## src/rtl/axil_read_master_q.sv

```systemverilog
// AXI-Lite read master with a request FIFO, registered AR channel and up to
// MAX_OUT reads in flight; each R beat is returned to the module with an error flag.
module axil_read_master_q #(
  parameter int ADDR_WIDTH = 32,
  parameter int DATA_WIDTH = 32,
  parameter int FIFO_DEPTH = 4,
  parameter int MAX_OUT    = 2
) (
  input  logic                  ACLK,
  input  logic                  ARESETN,
  input  logic                  MOD_2_M_RRQST,
  input  logic [ADDR_WIDTH-1:0] MOD_2_M_RADDR,
  output logic                  M_2_MOD_RACK,
  output logic [DATA_WIDTH-1:0] M_2_MOD_RDATA,
  output logic                  M_2_MOD_RVALID,
  output logic                  M_2_MOD_RERR,
  output logic [3:0]            OUTSTANDING,
  output logic [7:0]            ERR_CNT,
  output logic [ADDR_WIDTH-1:0] ARADDR,
  output logic                  ARVALID,
  input  logic                  ARREADY,
  input  logic [DATA_WIDTH-1:0] RDATA,
  input  logic [1:0]            RRESP,
  input  logic                  RVALID,
  output logic                  RREADY
);

  localparam int             PTR_W     = $clog2(FIFO_DEPTH);
  localparam logic [PTR_W:0] PTR_ONE   = 1;
  localparam logic [3:0]     MAX_OUT_L = 4'(MAX_OUT);

  logic [ADDR_WIDTH-1:0] mem_q [FIFO_DEPTH];
  logic [PTR_W:0]        wr_ptr_q, wr_ptr_d;
  logic [PTR_W:0]        rd_ptr_q, rd_ptr_d;
  logic                  arvalid_q, arvalid_d;
  logic [ADDR_WIDTH-1:0] araddr_q, araddr_d;
  logic [3:0]            outst_q, outst_d;
  logic                  rready_q, rready_d;
  logic                  mod_rvalid_q, mod_rvalid_d;
  logic [DATA_WIDTH-1:0] mod_rdata_q, mod_rdata_d;
  logic                  mod_rerr_q, mod_rerr_d;
  logic [7:0]            err_cnt_q, err_cnt_d;

  logic fifo_empty, fifo_full;
  logic push, pop, r_hs;
  logic unused_rresp;

  // Only RRESP[1] separates OKAY/EXOKAY from SLVERR/DECERR.
  assign unused_rresp = RRESP[0];

  // Extra wrap bit: equal pointers mean empty, differing only in the wrap bit means full.
  assign fifo_empty = (wr_ptr_q == rd_ptr_q);
  assign fifo_full  = (wr_ptr_q[PTR_W] != rd_ptr_q[PTR_W]) &&
                      (wr_ptr_q[PTR_W-1:0] == rd_ptr_q[PTR_W-1:0]);

  assign push = MOD_2_M_RRQST && !fifo_full;
  assign pop  = !fifo_empty && (!arvalid_q || ARREADY) && (outst_q < MAX_OUT_L);
  assign r_hs = RVALID && rready_q;

  always_comb begin
    // NOTE: every variable gets its hold value first, so no path through this block can infer a latch.
    wr_ptr_d     = wr_ptr_q;
    rd_ptr_d     = rd_ptr_q;
    arvalid_d    = arvalid_q;
    araddr_d     = araddr_q;
    outst_d      = outst_q;
    mod_rvalid_d = 1'b0;
    mod_rdata_d  = mod_rdata_q;
    mod_rerr_d   = mod_rerr_q;
    err_cnt_d    = err_cnt_q;

    if (push) begin
      wr_ptr_d = wr_ptr_q + PTR_ONE;
    end

    if (pop) begin
      rd_ptr_d  = rd_ptr_q + PTR_ONE;
      arvalid_d = 1'b1;
      araddr_d  = mem_q[rd_ptr_q[PTR_W-1:0]];
    end else if (ARREADY) begin
      arvalid_d = 1'b0;
    end

    case ({pop, r_hs})
      2'b10:   outst_d = outst_q + 4'd1;
      2'b01:   outst_d = outst_q - 4'd1;
      default: outst_d = outst_q;
    endcase

    if (r_hs) begin
      mod_rvalid_d = 1'b1;
      mod_rdata_d  = RDATA;
      mod_rerr_d   = RRESP[1];
      if (RRESP[1] && (err_cnt_q != 8'hFF)) begin
        err_cnt_d = err_cnt_q + 8'd1;
      end
    end
  end

  // RREADY tracks the updated count so it is already high when the first beat can arrive.
  assign rready_d = (outst_d != 4'd0);

  always_ff @(posedge ACLK or negedge ARESETN) begin
    // NOTE: sequential state uses non-blocking assignments so every register samples pre-edge values.
    if (!ARESETN) begin
      wr_ptr_q     <= '0;
      rd_ptr_q     <= '0;
      arvalid_q    <= 1'b0;
      araddr_q     <= '0;
      outst_q      <= 4'd0;
      rready_q     <= 1'b0;
      mod_rvalid_q <= 1'b0;
      mod_rdata_q  <= '0;
      mod_rerr_q   <= 1'b0;
      err_cnt_q    <= 8'd0;
    end else begin
      wr_ptr_q     <= wr_ptr_d;
      rd_ptr_q     <= rd_ptr_d;
      arvalid_q    <= arvalid_d;
      araddr_q     <= araddr_d;
      outst_q      <= outst_d;
      rready_q     <= rready_d;
      mod_rvalid_q <= mod_rvalid_d;
      mod_rdata_q  <= mod_rdata_d;
      mod_rerr_q   <= mod_rerr_d;
      err_cnt_q    <= err_cnt_d;
    end
  end

  // NOTE: the storage array is not reset; the pointers alone decide which entries are valid.
  always_ff @(posedge ACLK) begin
    if (push) begin
      mem_q[wr_ptr_q[PTR_W-1:0]] <= MOD_2_M_RADDR;
    end
  end

  assign M_2_MOD_RACK   = !fifo_full;
  assign M_2_MOD_RDATA  = mod_rdata_q;
  assign M_2_MOD_RVALID = mod_rvalid_q;
  assign M_2_MOD_RERR   = mod_rerr_q;
  assign OUTSTANDING    = outst_q;
  assign ERR_CNT        = err_cnt_q;
  assign ARADDR         = araddr_q;
  assign ARVALID        = arvalid_q;
  assign RREADY         = rready_q;

endmodule

```

## config.mk

```make
export PLATFORM = sky130hd
export DESIGN_NAME = axil_read_master_q
export DESIGN_NICKNAME = d
export VERILOG_FILES = /design/src/rtl/axil_read_master_q.sv
export SDC_FILE = /design/constraint.sdc
export NUM_CORES = 1
export LEC_CHECK = 0
export BUFFER_PORTS_ARGS = -buffer_cell sky130_fd_sc_hd__clkbuf_2
export CORE_MARGIN = 3
export CORE_UTILIZATION = 50
export CTS_BUF_LIST = sky130_fd_sc_hd__clkbuf_8 sky130_fd_sc_hd__clkbuf_16
export CTS_CLUSTER_DIAMETER = 80
export DETAILED_ROUTE_END_ITERATION = 8
export PLACE_DENSITY = 0.75
export SETUP_SLACK_MARGIN = 0.4
export SYNTH_ARGS = -nofsm -noshare
export SYNTH_HDL_FRONTEND = slang
export SYNTH_SLANG_ARGS = --single-unit
```

## constraint.sdc

```tcl
create_clock -name ACLK -period 10 [get_ports ACLK]
set_clock_uncertainty 0.2 [all_clocks]
set_input_delay 2 -clock ACLK [delete_from_list [all_inputs] [get_ports ACLK]]
set_output_delay 2 -clock ACLK [all_outputs]
set_load 0.02 [all_outputs]
```

==> impl_metrics.toml <==
[status]
status = "finished, final reports clean"

[critical_path]
critPathBufInv = 3
path_class = "in2reg"
r2r_slack_ns = 5.74
arrival_ns = 5.13
critical-path-max-stage-delay_ns = 0.93
crit_family = "simple AND/OR/NAND/NOR gates"
cp-start-kind = "primary input"
endpoint_kind = "flop"
required_ns = 10.17
path_cells = "clkbuf_2 > nor2b_1 > nor4_1 > o21a_2 > inv_1 > ha_1 > bufinv_8 > nand2_1 > or4_1 > o311ai_1 > or3b_1"
cp_slowest_cell = "o21a_2"
cp_max_fo = 37

[yosys]
synth.area.mux_share_pct = 18.16
synth_area_leaders = "edfxtp_1, dfrtp_1, mux4_2, mux2_2, mux2_1"
synth-compound-area-share_pct = 1.232
synth_top_family_by_area = "multiplexers"
postSynthAreaPerCell_sq_um = 19.81
synth_top_cell_area_share_pct = 47.33
syn_nets = 490
synth-edff-count = 128
synthCells = 410
seq_area_frac_synth_pct = 73.83
synth_fa_ha_area_share_pct = 1.387
ys_warn_count = 0
async_reset_ff_share_pct = 40.19
synthFlopType = "edfxtp_1"
ys_types = 35
synth_area_sq_um = 8122
synthSimpleGateAreaFrac_pct = 2.388
synth.largest_area_cell = "edfxtp_1"
synth_xor_area_share_pct = 1.725
ys_seq_elements = 214

[clocking]
cts_tree = "done"
htreeDepth = 1
cts_root_buf = "clkbuf_16"
hold_buffers = 0
cts_setup_buffers = 0
cts_num_sinks = 214
insertion_delay_ns = 0.50
cts_made_buffers = 23
path_clk_slew_ns = 0.06
clockBufferDepth = 3
ctsResizeCount = 0

[final_layout]
nFillCells = 1116
post_layout_nonfiller_instances = 799
synthToLayoutAreaGrowth_pct = 21.11
seq_area_sq_um = 5998
final_cell_mix = "clkbuf_2, edfxtp_1, dfrtp_1"
layout.nets = 652
fin_util_pct = 63.29
n_antenna_cell = 0
drive_gt1_share_pct = 44.56
final_area_sq_um = 9836
final_common_cell = "clkbuf_2"
multi_input_area_sq_um = 2028

[drt]
first_pass_iters = 4
post-route-drc-count = 0
drt-wirelength-per-cell_um = 18.39
routed_wl_um = 14700
viasPerCell = 5.250
antenna_left = 0
vias = 4195
drtIter0Drc = 198

[hold_path]
hold_path_class = "reg2reg"

[placed_design]
io_buffers = 150
dp.final_hpwl_um = 9017
place_congestion = 0.8443
dp.cells = 758
dp_slack_ns = 4.476
dpl_cell_area_sq_um = 9099

[global_routing]
grt_pass1_vias = 4612
grt_max_degree = 54
antenna_found_initial = 0
grtUsageTotal_pct = 16.72
grt_pass1_wl_um = 23610
grt_overflow = 0

[timing]
tightest_slew_ns = 1.087
hold_viol = 0
fin_ws_ns = 5.037
max_freq_mhz = 201.5
max_slew_margin_pct = 27.53
hold-worst-slack_ns = 0.2875
slew_violations = 0
rsz0062_at_grt = "no"
min_period_over_period_pct = 49.63
period_minus_slack_ns = 4.963
setup_viol = 0
final.setup.tns_ns = 0

[floorplanning]
die_w_um = 133.5
die_area_sq_um = 17810
core_area_sq_um = 15540
floorplan.initialDensity_pct = 52.26
pin_count = 152
rows = 45
fp.dieH_um = 133.5

[job]
max_cap_violations = 0

[power_and_ir_drop]
power_density_nw_per_um2 = 306.0
power_mw = 3.010
leakage_nw = 3.955
ir_drop_v = 0.0001954
[report_power, final]
part           switching (mW)  internal (mW)
clock                   0.312          0.486
sequential              0.145           1.20
combinational           0.478          0.386
[worst paths after layout]
check	startpoint	cells after the start	end
min in group asynchronous	ARESETN	1	ARADDR[16]
hold reg to reg	ARADDR[30]	1	ARADDR[30]
max in group asynchronous	ARESETN	2	rd_ptr_q[0]
setup / recovery	ARREADY	11	RREADY
hold / removal	ARADDR[30]	1	ARADDR[30]
setup reg to reg	rd_ptr_q[1]	10	RREADY
[logic make-up after synthesis]
family,count (synthesis)
xor+xnor,16
simple gates,35
fa+ha+maj,9
buf+inv,21
mux,99
compound gates,16
flops,214
[layout make-up]
| type | instances | area share (%) |
|---|---|---|
| Multi-Input combinational cell | 175 | 20.62 |
| Tap cell | 211 | 2.684 |
| Clock buffer | 29 | 6.691 |
| Timing Repair Buffer | 153 | 7.887 |
| Inverter | 5 | 0.3307 |
| Clock inverter | 12 | 0.8014 |
| Sequential cell | 214 | 60.98 |
[cells in the mapped netlist (all sizes together), types with 2 or more instances]
cell type / count
and2: 2
buf: 12
clkbuf: 4
a21oi: 6
dfrtp: 86
xor2: 9
a31oi: 2
xnor2: 7
nand3: 4
o21ai: 3
and3: 8
nor2b: 3
nor2: 4
nand2: 7
ha: 9
mux4: 32
inv: 4
mux2: 67
edfxtp: 128
[state kept, by name, summed over array words and instances (netlist names)]
signal and cells:
ERR_CNT 8, rd_ptr_q 3, ARADDR 32, wr_ptr_q 3, M_2_MOD_RERR 1, M_2_MOD_RDATA 32
OUTSTANDING 4, RREADY 1, mem_q 128, M_2_MOD_RVALID 1, ARVALID 1
[routing by layer]
layer | GRT usage, % | up-vias | share of wire, %
li1 | - | 1913 | -
met4 | 3.714 | 0 | 1.4
met3 | 4.834 | 20 | 7.6
met2 | 29.46 | 163 | 51
met1 | 20.68 | 2099 | 40
met5 | 0 | - | 0
No activity file was read; power rests on OpenSTA's default activity.
